$ cat config.mk
export PLATFORM = sky130hd
export DESIGN_NAME = button_conditioner
export DESIGN_NICKNAME = d
export VERILOG_FILES = /design/src/rtl/button_conditioner.sv
export SDC_FILE = /design/constraint.sdc
export NUM_CORES = 1
export LEC_CHECK = 0
export ABC_CLOCK_PERIOD_IN_PS = 2160
export CAP_MARGIN = 20
export CORE_UTILIZATION = 57
export DETAILED_ROUTE_END_ITERATION = 10
export PLACE_DENSITY = 0.84
export SLEW_MARGIN = 15
export SYNTH_ARGS = -nofsm -noshare
export SYNTH_HDL_FRONTEND = slang
export SYNTH_SLANG_ARGS = --single-unit
export TNS_END_PERCENT = 20
$ cat constraint.sdc
create_clock -name clk25MHz -period 2.16 [get_ports clk25MHz]
set_input_delay 0.432 -clock clk25MHz [delete_from_list [all_inputs] [get_ports clk25MHz]]
set_output_delay 0.432 -clock clk25MHz [all_outputs]
set_load 0.02 [all_outputs]
$ cat src/rtl/button_conditioner.sv
// Push-button conditioning: two-flop synchroniser, per-channel debouncer and
// per-channel auto-repeat FSM producing level, press and release outputs.
module button_conditioner #(
  parameter int NUM_BUTTONS     = 4,
  parameter int DEBOUNCE_CYCLES = 250000,
  parameter int REPEAT_EN       = 1,
  parameter int REPEAT_DELAY    = 12500000,
  parameter int REPEAT_PERIOD   = 2500000
) (
  input  logic                   clk25MHz,
  input  logic                   rst_n,
  input  logic [NUM_BUTTONS-1:0] button_raw,
  output logic [NUM_BUTTONS-1:0] button_level,
  output logic [NUM_BUTTONS-1:0] button_press,
  output logic [NUM_BUTTONS-1:0] button_release
);

  localparam int TMAX = (REPEAT_DELAY > REPEAT_PERIOD) ? REPEAT_DELAY : REPEAT_PERIOD;
  localparam int CW   = $clog2(DEBOUNCE_CYCLES);
  localparam int TW   = $clog2(TMAX);

  localparam logic [CW-1:0] DB_LAST     = CW'(DEBOUNCE_CYCLES - 1);
  localparam logic [CW-1:0] CNT_ONE     = CW'(1);
  localparam logic [TW-1:0] DELAY_LAST  = TW'(REPEAT_DELAY - 1);
  localparam logic [TW-1:0] PERIOD_LAST = TW'(REPEAT_PERIOD - 1);
  localparam logic [TW-1:0] TMR_ONE     = TW'(1);

  typedef enum logic [1:0] {
    ST_RELEASED    = 2'd0,
    ST_HOLD_DELAY  = 2'd1,
    ST_HOLD_REPEAT = 2'd2
  } state_e;

  logic [NUM_BUTTONS-1:0] meta_q;
  logic [NUM_BUTTONS-1:0] sync_q;

  always_ff @(posedge clk25MHz or negedge rst_n) begin
    if (!rst_n) begin
      meta_q <= '0;
      sync_q <= '0;
    end else begin
      meta_q <= button_raw;
      sync_q <= meta_q;
    end
  end

  for (genvar g = 0; g < NUM_BUTTONS; g++) begin : g_chan
    logic [CW-1:0] cnt_q, cnt_d;
    logic          stable_q, stable_d;
    state_e        state_q, state_d;
    logic [TW-1:0] timer_q, timer_d;
    logic          press_q, press_d;
    logic          release_q, release_d;
    logic          rise_s, fall_s;

    always_comb begin
      cnt_d    = cnt_q;
      stable_d = stable_q;
      if (sync_q[g] == stable_q) begin
        cnt_d = '0;
      end else if (cnt_q == DB_LAST) begin
        stable_d = sync_q[g];
        cnt_d    = '0;
      end else begin
        cnt_d = cnt_q + CNT_ONE;
      end
    end

    // Edges are taken from the next stable value so the pulse registers
    // alongside the level change rather than one cycle behind it.
    assign rise_s = stable_d & ~stable_q;
    assign fall_s = ~stable_d & stable_q;

    always_comb begin
      state_d   = state_q;
      timer_d   = timer_q;
      press_d   = 1'b0;
      release_d = 1'b0;
      if (fall_s) begin
        release_d = 1'b1;
        state_d   = ST_RELEASED;
        timer_d   = '0;
      end else begin
        case (state_q)
          ST_RELEASED: begin
            timer_d = '0;
            if (rise_s) begin
              press_d = 1'b1;
              if (REPEAT_EN != 0) begin
                state_d = ST_HOLD_DELAY;
              end else begin
                state_d = ST_HOLD_REPEAT;
              end
            end else begin
              state_d = ST_RELEASED;
            end
          end
          ST_HOLD_DELAY: begin
            if (timer_q == DELAY_LAST) begin
              press_d = 1'b1;
              timer_d = '0;
              state_d = ST_HOLD_REPEAT;
            end else begin
              timer_d = timer_q + TMR_ONE;
            end
          end
          ST_HOLD_REPEAT: begin
            if (REPEAT_EN == 0) begin
              timer_d = timer_q;
            end else if (timer_q == PERIOD_LAST) begin
              press_d = 1'b1;
              timer_d = '0;
            end else begin
              timer_d = timer_q + TMR_ONE;
            end
          end
          default: begin
            state_d = ST_RELEASED;
            timer_d = '0;
          end
        endcase
      end
    end

    always_ff @(posedge clk25MHz or negedge rst_n) begin
      if (!rst_n) begin
        cnt_q     <= '0;
        stable_q  <= 1'b0;
        state_q   <= ST_RELEASED;
        timer_q   <= '0;
        press_q   <= 1'b0;
        release_q <= 1'b0;
      end else begin
        cnt_q     <= cnt_d;
        stable_q  <= stable_d;
        state_q   <= state_d;
        timer_q   <= timer_d;
        press_q   <= press_d;
        release_q <= release_d;
      end
    end

    assign button_level[g]   = stable_q;
    assign button_press[g]   = press_q;
    assign button_release[g] = release_q;
  end

endmodule
Word level (Yosys, flattened, before mapping)
Index checks and enable logic that the tools add are counted.
{"block": "op_classes", "add_sub_neg": 8, "eq_ne": 32, "mux": 72, "bitwise": 16, "n_reduce_logical": 8}
{"op": "24-bit two-way mux", "count": 12}
{"op": "24-bit one-hot mux with 2 select lines", "count": 4}
{"op": "18-bit two-way mux", "count": 8}
{"op": "24-bit by 1-bit adder with 24-bit output, second input constant", "count": 4}
{"op": "24-bit by 22-bit == test with 1-bit output, second input constant", "count": 4}
{"op": "24-bit == test, second input constant", "count": 4}
{"op": "18-bit by 1-bit adder with 18-bit output, second input constant", "count": 4}
{"op": "18-bit == test, second input constant", "count": 4}
{"op": "1-bit two-way mux", "count": 32}
{"op": "2-bit one-hot mux with 3 select lines", "count": 4}
{"op": "2-bit two-way mux", "count": 8}
{"op": "3-bit != test, second input constant", "count": 4}
{"op": "1-bit one-hot mux with 3 select lines", "count": 4}
{"op": "1-bit bitwise AND", "count": 8}
{"op": "2-bit by 1-bit == test with 1-bit output, second input constant", "count": 4}
{"op": "2-bit == test, second input constant", "count": 4}
{"op": "2-bit logical NOT", "count": 4}
{"op": "2-bit != test, second input constant", "count": 4}
{"op": "1-bit inverter", "count": 8}
{"op": "2-bit AND reduction", "count": 4}
{"op": "1-bit == test", "count": 4}
{"block": "totals", "register_bits": 196, "in_bits": 6, "output_inout_bits": 12}

Depth between registers and ports, before layout
Gate-level depths: netlist (run 1).
{"block": "logic_depth", "depth_word": 7, "ltp_mapped": 9}

Worst setup path before layout (run 1)
No wires, ideal clock.
{"block": "synth_timing", "path_kind": "flip-flop to flip-flop", "start": "reg g_chan[0].timer_q[14]", "end": "reg g_chan[0].timer_q[15]", "setup_time_ps": 119, "arrival_ps": 2252, "required_time_ps": 2041, "slack_ps": -210, "path_stages_with_launch": 7, "synth_period_minus_slack_ps": 2370, "cell_sequence": "dfrtp_1 > or4b_1 > or4_4 > o41a_1 > o221ai_4 > buf_6 > nor2_1"}
{"block": "synth_between", "elab_chain_cells": 4, "elab_cells_between_ends": 7}
{"item": "start, declared", "line_no": "51", "text": "logic [TW-1:0] timer_q, timer_d;"}
{"item": "start signal, assigned", "line_no": "137", "text": "timer_q <= timer_d;"}
{"item": "24-bit by 1-bit adder with 24-bit output (tied with other cells)", "line_no": "104, 114"}
{"item": "24-bit two-way mux (on tied branches)", "line_no": "110, 99"}
{"item": "24-bit one-hot mux with 2 select lines (*)", "line_no": "84", "text": "case (state_q)"}
{"item": "24-bit two-way mux (*)", "line_no": "79", "text": "if (fall_s) begin"}
{"item": "via g_chan[0].timer_d[15]", "line_no": "51"}
The timed path passes the listed nets; every way through them passes the cells marked *.
A chain may end at the register's enable or synchronous reset.

Worst setup path in the final report (run 1)
Ends and elaborated chain as after synthesis.

==> results of run 1 <==
==> final cells by class <==
class / count / area (sq um)
Fill cell: 1280 / 5810
Tap cell: 225 / 282
Inverter: 24 / 90.1
Clock buffer: 20 / 457
Sequential cell: 196 / 4900
Timing Repair Buffer: 75 / 724
Clock inverter: 11 / 104
Multi-Input combinational cell: 771 / 4860
==> cell families (layout without fill, tap and decap cells) <==
logic type               Yosys count  after routing  synth area share, %
flip-flops                       196            196                 49.1
XOR/XNOR                         156            156                 13.7
buffers and inverters             59            130                 2.89
multiplexers                       7              7                0.751
AO/OA/AOI/OAI                     38             38                 2.92
AND/OR/NAND/NOR                  543            543                 27.3
adder cells (fa/ha/maj)           27             27                 3.38
==> stage by stage <==
step | std cells | area, sq um | hold slack (ns)
final | 1322 | 11400 | 0.348
after CTS | 1322 | 11400 | 0.351
after global placement | 1290 | 10800 | 0.335
after floorplan | 1026 | 10000 | 0.136
after detailed placement | 1290 | 10800 | 0.336
after global routing | 1322 | 11400 | 0.361
==> power by group through the flow <==
stage	sequential [mW]	clock, mW	combinational (mW)
floorplan	3.78	0	0.0477
global placement	3.78	0	0.168
detailed placement	3.79	0	0.172
CTS	3.71	3.09	0.174
global route	3.72	3.26	0.193
finish	3.72	3.02	0.168
==> path summary, 6_finish.rpt <==
check | end | slack [ns]
worst max-delay path | g_chan[0].timer_q[15]$_DFF_PN0_ | -0.27
worst min-delay path | sync_q[0]$_DFF_PN0_ | 0.35
worst max register to register | g_chan[0].timer_q[15]$_DFF_PN0_ | -0.27
worst min register to register | sync_q[0]$_DFF_PN0_ | 0.35
max in group asynchronous | g_chan[0].timer_q[11]$_DFF_PN0_ | 1.02
min in group asynchronous | g_chan[1].timer_q[23]$_DFF_PN0_ | 0.52
==> routing by layer <==
layer | vias to the layer above | global-route usage [%]
met5 | - | 0
met3 | 31 | 5.40
met1 | 3740 | 29.5
met4 | 0 | 7.18
li1 | 3612 | -
met2 | 141 | 41.4
==> cell usage in the layout (no fill, tap or decap), types with 5 or more instances in the layout <==
cell type        instances
and2_1                  16
dfrtp_1                196
and3_1                  27
nand3_1                 65
nor3_1                  27
nor4_1                  19
nand2_1                 69
nand2b_1                 8
buf_12                   9
nor4b_1                 10
xnor2_1                 68
nor4bb_1                 6
inv_1                   24
ha_1                    27
xor2_1                  88
or4_4                    5
buf_4                   48
and4_1                  16
nor2_1                 201
clkinvlp_4               5
a21oi_1                  7
o21ai_0                  5
nand4_1                 45
clkbuf_16               17
clkdlybuf4s50_1         16
==> registers in the layout, summed over array words and instances, names as in the netlist <==
name / cells
g_chan.stable_q: 4
meta_q: 4
g_chan.cnt_q: 72
g_chan.state_q: 8
sync_q: 4
g_chan.press_q: 4
g_chan.timer_q: 96
g_chan.release_q: 4
==> worst max-delay path, delay by kind of cell (launching register included) <==
family          cells  cell delay (ns)
flops               1             0.37
buf+inv             1             0.19
compound gates      2             0.58
simple gates        3             1.17
==> what timing repair did <==
item | in CTS | in global routing
gates resized for setup | 13 | 7
hold buffers | 1 | 0
buffers inserted | 0 | 0
pin swaps | 4 | 3
endpoints found under the setup margin | 116 | 100
hold endpoints to repair | 49 | 0
==> results.md, run 1 <==
- Net switching power: 1.51 mW
- Max FO, Critical Path: 24
- Sequential fraction of design power: 53.8%
- Post-synth EDFFs: 0
- GP Congestion: 0.847
- Clk pwr share: 43.8%
- Highest clock rate: 411 MHz
- Routed wl met2: 10100 microns
- CTS max path bufs: 2
- Worst R2R Start: g_chan[0].timer_q[14]$_DFF_PN0_
- Register area share after synthesis: 49.1%
- Worst path slowest cell: or4_4
- Max_cap viols: 0
- CTS Buf Count: 17
- Syn Inst Count: 1026
- DRC: 0
- Worst hold stages: 0
- Vias in the first global route: 7634
- Tcrit/Tclk final: 113%
- Sw Share: 21.9%
- Worst EP arrival: 2.76 ns
- Slew @ Worst Pin: 0.614 ns
- Top Layer Used: met4
- Main flop type after synthesis: dfrtp_1
- Max VDD drop: 0.609 mV
- Min Tclk post-route: 2.43 ns
- Failing checks: negative setup slack
- # setup viols final: 45
- Synth top area share: 49.1%
- Cell taking the most area after synthesis: dfrtp_1
- Global Route Usage Sum: 23.8%
- Combinational share of power: 2.4%
- Hold WC Path Type: reg2reg
- H-tree depth: 4
- Clock latency on the worst-skew pair: 0.44 ns
- WL final: 19900 microns
- Crit. End Element: register
- Max_slew headroom: 58.5%
- Detail Route Antenna Nets: 0
- # rows: 48
- CTS root buf: clkbuf_16
- Core Area: 17200 sq um
- IO Port Bufs: 17
- First-pass GRT wire length: 34600 microns
- Die X: 134 microns
- Antenna violations before repair: 0
- Share of layout cells above drive strength 1: 10.1%
- Total iterations of the first detailed-routing run: 5
- Detailed placement HPWL: 13300 microns
- Via count: 7524
- Routed wl met3: 647 microns
- Global route overflow: 0
- Met1 wire length: 8790 microns
- Pleak: 4.70 nW
- Unrepaired setup endpoints after global routing: yes
- Synthesized area per cell: 9.74 sq um
- Worst endpoint required time: 2.48 ns
- Int Pwr: 5.40 mW
- Clock Skew: 0.00880 ns
- Fin util: 66.3%
- Warnings, synthesis: 0
- Largest net degree at the start of global routing: 55
- Pre-CTS setup slack: -0.241 ns
- CP cell instances: or4b_1 -> or4_4 -> o41a_1 -> o221ai_4 -> buf_12 -> nor2_1
- Setup TNS: -6.49 ns
- Critical path launch point type: register
- DIE AREA: 18100 sq um
- Largest stage delay, worst path: 0.57 ns
- CP startpoint: g_chan[0].timer_q[14]$_DFF_PN0_
- Unique cell type count in the Yosys netlist: 54
- Pwr per Cell Area: 605 nW/um^2
- Netlist Area Pre-Place: 10000 sq um
- Outcome: complete, but fails checks
- Starting density of the core: 58.0%
- Diode count: 0
- CTS tree: yes
- Area Growth Syn to Fin: 14.3%
- Reg2reg path depth: 6
- Drt via density: 5.69
- Total I/O pin count: 18
- Flops & latches, synth: 196
- Crit Path Category: reg2reg
- Top cells by area, synth: dfrtp_1 49%, xor2_1 7.7%, nor2_1 7.6%, xnor2_1 6.0%, ha_1 3.4%
- Top cells by instance count after synthesis: 203 x nor2_1, 196 x dfrtp_1, 88 x xor2_1, 70 x nand2_1, 68 x xnor2_1
- Hold path start: meta_q[0]$_DFF_PN0_
- Fin. max-slew vios: 0
- Async set-reset flop share out of synthesis: 100%
- Count leader, synth: nor2_1
- Net count after synthesis: 1059
- Final nets: 1118
- WL/cell: 15.0 microns
- Final Hold Fails: 0
- Die Height: 134 microns
- CTS sink count: 196
- Clk slew on worst S/H paths: 0.06 ns
- Total power: 6.91 mW
- Starting DRT DRC Count: 568
- Setup ws final: -0.273 ns
(Power assumes the default switching activity.)
==> run 2, diff against run 1 <==
CTS_CLUSTER_SIZE = 16   (was unset)
==> results of run 2 <==
The final DEF is identical to that of run 1; final timing and power are the same.
==> run 3, diff against run 2 <==
CORE_UTILIZATION = 54   (was 57)
PLACE_DENSITY = 0.8   (was 0.84)
==> results.md, run 3 (same netlist as run 1, synthesis figures left out) <==
- CTS root buf: clkbuf_16 (unchanged)
- CTS tree: yes (unchanged)
- Highest clock rate: 416 MHz (was 411 MHz)
- Setup ws final: -0.246 ns (was -0.273 ns)
- Final Hold Fails: 0 (unchanged)
- Largest net degree at the start of global routing: 74 (was 55)
- H-tree depth: 4 (unchanged)
- IO Port Bufs: 17 (unchanged)
- Clk slew on worst S/H paths: 0.07 ns (was 0.06 ns)
- Total I/O pin count: 18 (unchanged)
- Commonest non-fill, non-tap cell in the layout: nor2_1 (unchanged)
- Worst EP arrival: 2.73 ns (was 2.76 ns)
- Commonest non-fill, non-tap cells in the layout: 203 x nor2_1, 196 x dfrtp_1, 88 x xor2_1 (was 201 x nor2_1, 196 x dfrtp_1, 88 x xor2_1)
- Die X: 138 microns (was 134 microns)
- CTS Buf Count: 17 (unchanged)
- Setup bufs post-CTS: 0 (unchanged)
- Setup TNS: -5.81 ns (was -6.49 ns)
- Global Route Usage Sum: 21.2% (was 23.8%)
- R2R Setup Slk: -0.25 ns (was -0.27 ns)
- Max_slew headroom: 59.5% (was 58.5%)
- WL/cell: 14.2 microns (was 15.0 microns)
- Antenna violations before repair: 0 (unchanged)
- Starting density of the core: 55.5% (was 58.0%)
- Clock Skew: 0.00813 ns (was 0.00880 ns)
- Via count: 7427 (was 7524)
- Detail Route Antenna Nets: 0 (unchanged)
- DIE AREA: 19100 sq um (was 18100 sq um)
- Share of layout cells above drive strength 1: 10.2% (was 10.1%)
- Largest regs: g_chan.timer_q x96, g_chan.cnt_q x72, g_chan.state_q x8 (unchanged)
- Slew @ Worst Pin: 0.607 ns (was 0.614 ns)
- Core Area: 18000 sq um (was 17200 sq um)
- Hold WC Path Type: in2async (was reg2reg)
- Drt via density: 5.59 (was 5.69)
- Total iterations of the first detailed-routing run: 5 (unchanged)
- # setup viols final: 46 (was 45)
- Global route overflow: 0 (unchanged)
- Outcome: complete, but fails checks (unchanged)
- Worst hold slack: 0.00522 ns (was 0.348 ns)
- Fin. max-slew vios: 0 (unchanged)
- Failing checks: negative setup slack (unchanged)
- Final nets: 1120 (was 1118)
- Unrepaired setup endpoints after global routing: yes (unchanged)
- CTS sink count: 196 (unchanged)
- Max FO, Critical Path: 24 (unchanged)
- Starting DRT DRC Count: 415 (was 568)
- Max_cap viols: 0 (unchanged)
- Clock latency on the worst-skew pair: 0.43 ns (was 0.44 ns)
- CTS max path bufs: 2 (unchanged)
- Pleak: 4.73 nW (was 4.70 nW)
- Tcrit/Tclk final: 111% (was 113%)
- Die Height: 138 microns (was 134 microns)
- Detailed placement HPWL: 12900 microns (was 13300 microns)
- Pwr per Cell Area: 604 nW/um^2 (was 605 nW/um^2)
- First-pass GRT wire length: 33600 microns (was 34600 microns)
- WL final: 18900 microns (was 19900 microns)
- Crit Path Category: reg2reg (unchanged)
- Crit. End Element: register (unchanged)
- Min Tclk post-route: 2.41 ns (was 2.43 ns)
- Max FFs per register: 96 (unchanged)
- Post-CTS Hold Buffers: 0 (was 1)
- Diode count: 0 (unchanged)
- Vias in the first global route: 7398 (was 7634)
- Max VDD drop: 0.769 mV (was 0.609 mV)
- Total power: 6.91 mW (about the same)
- Largest Register: g_chan.timer_q (unchanged)
- GP Congestion: 0.828 (was 0.847)
- Critical path launch point type: register (unchanged)
- Worst endpoint required time: 2.48 ns (about the same)
- Area Growth Syn to Fin: 14.3% (about the same)
- DRC: 0 (unchanged)
- # rows: 49 (was 48)
## run 3: cell count changes in the layout (fill, tap and decap cells not counted), moves of 3 or more
cell | before | now
buf_4 | 48 | 51
clkbuf_1 | 1 | 4
clkinv_4 | 1 | 5
clkinvlp_4 | 5 | 2
o21ai_1 | 4 | 1
## run 3: stage by stage
stage | utilization [%] | setup WS (ns) | instances | area, sq um
after floorplan | - | -0.186 | 1026 | 10000
after global placement | 60.0 | -0.185 | 1297 | 10800
after detailed placement | 60.0 | -0.237 | 1297 | 10800
after CTS | 63.3 | -0.250 | 1329 | 11400
after global routing | 63.4 | -0.321 | 1329 | 11400
final | 63.4 | -0.246 | 1329 | 11400
## run 3: what timing repair did
action | CTS | global route
pin swaps | 10 | 4
resized for setup | 10 | 7
endpoints found under the setup margin | 96 | 96
## run 3: worst max-delay path: stages, from the launching register on
cell	delay [ns]
dfrtp_1	0.37
or4b_1	0.52
or4_4	0.56
o41a_1	0.37
o221ai_4	0.20
buf_12	0.20
nor2_1	0.07
## run 3: metal layers
metal	routed length, microns	global-route usage [%]	vias to the layer above	share of wire, %
li1	-	-	3627	-
met1	8610	27.5	3641	46
met2	9350	35.8	140	50
met3	673	4.19	19	3.6
met4	228	6.82	0	1.2
met5	0	0	-	0
## run 3: area by class of cell
| type | instances | area (sq um) |
|---|---|---|
| fill | 1430 | 6600 |
| sequential | 196 | 4900 |
| multi-input combinational | 771 | 4850 |
| timing repair buffer | 77 | 728 |
| clock buffer | 23 | 468 |
| tap | 229 | 287 |
| clock inverter | 9 | 97.6 |
| inverter | 24 | 90.1 |
## run 3: where the power goes
group / internal (mW) / switching [mW]
combinational: 0.0536 / 0.112
clock: 1.66 / 1.36
sequential: 3.69 / 0.0216
## run 3: final timing paths
| path | start | endpoint | cells past startpoint |
|---|---|---|---|
| max | g_chan[0].timer_q[14]$_DFF_PN0_ | g_chan[0].timer_q[6]$_DFF_PN0_ | 6 |
| min | rst_n | g_chan[1].timer_q[18]$_DFF_PN0_ | 1 |
| max reg2reg | g_chan[0].timer_q[14]$_DFF_PN0_ | g_chan[0].timer_q[6]$_DFF_PN0_ | 6 |
| min reg2reg | meta_q[3]$_DFF_PN0_ | sync_q[3]$_DFF_PN0_ | 0 |
| max in group asynchronous | rst_n | g_chan[1].cnt_q[11]$_DFF_PN0_ | 2 |
| min in group clk25MHz | meta_q[3]$_DFF_PN0_ | sync_q[3]$_DFF_PN0_ | 0 |
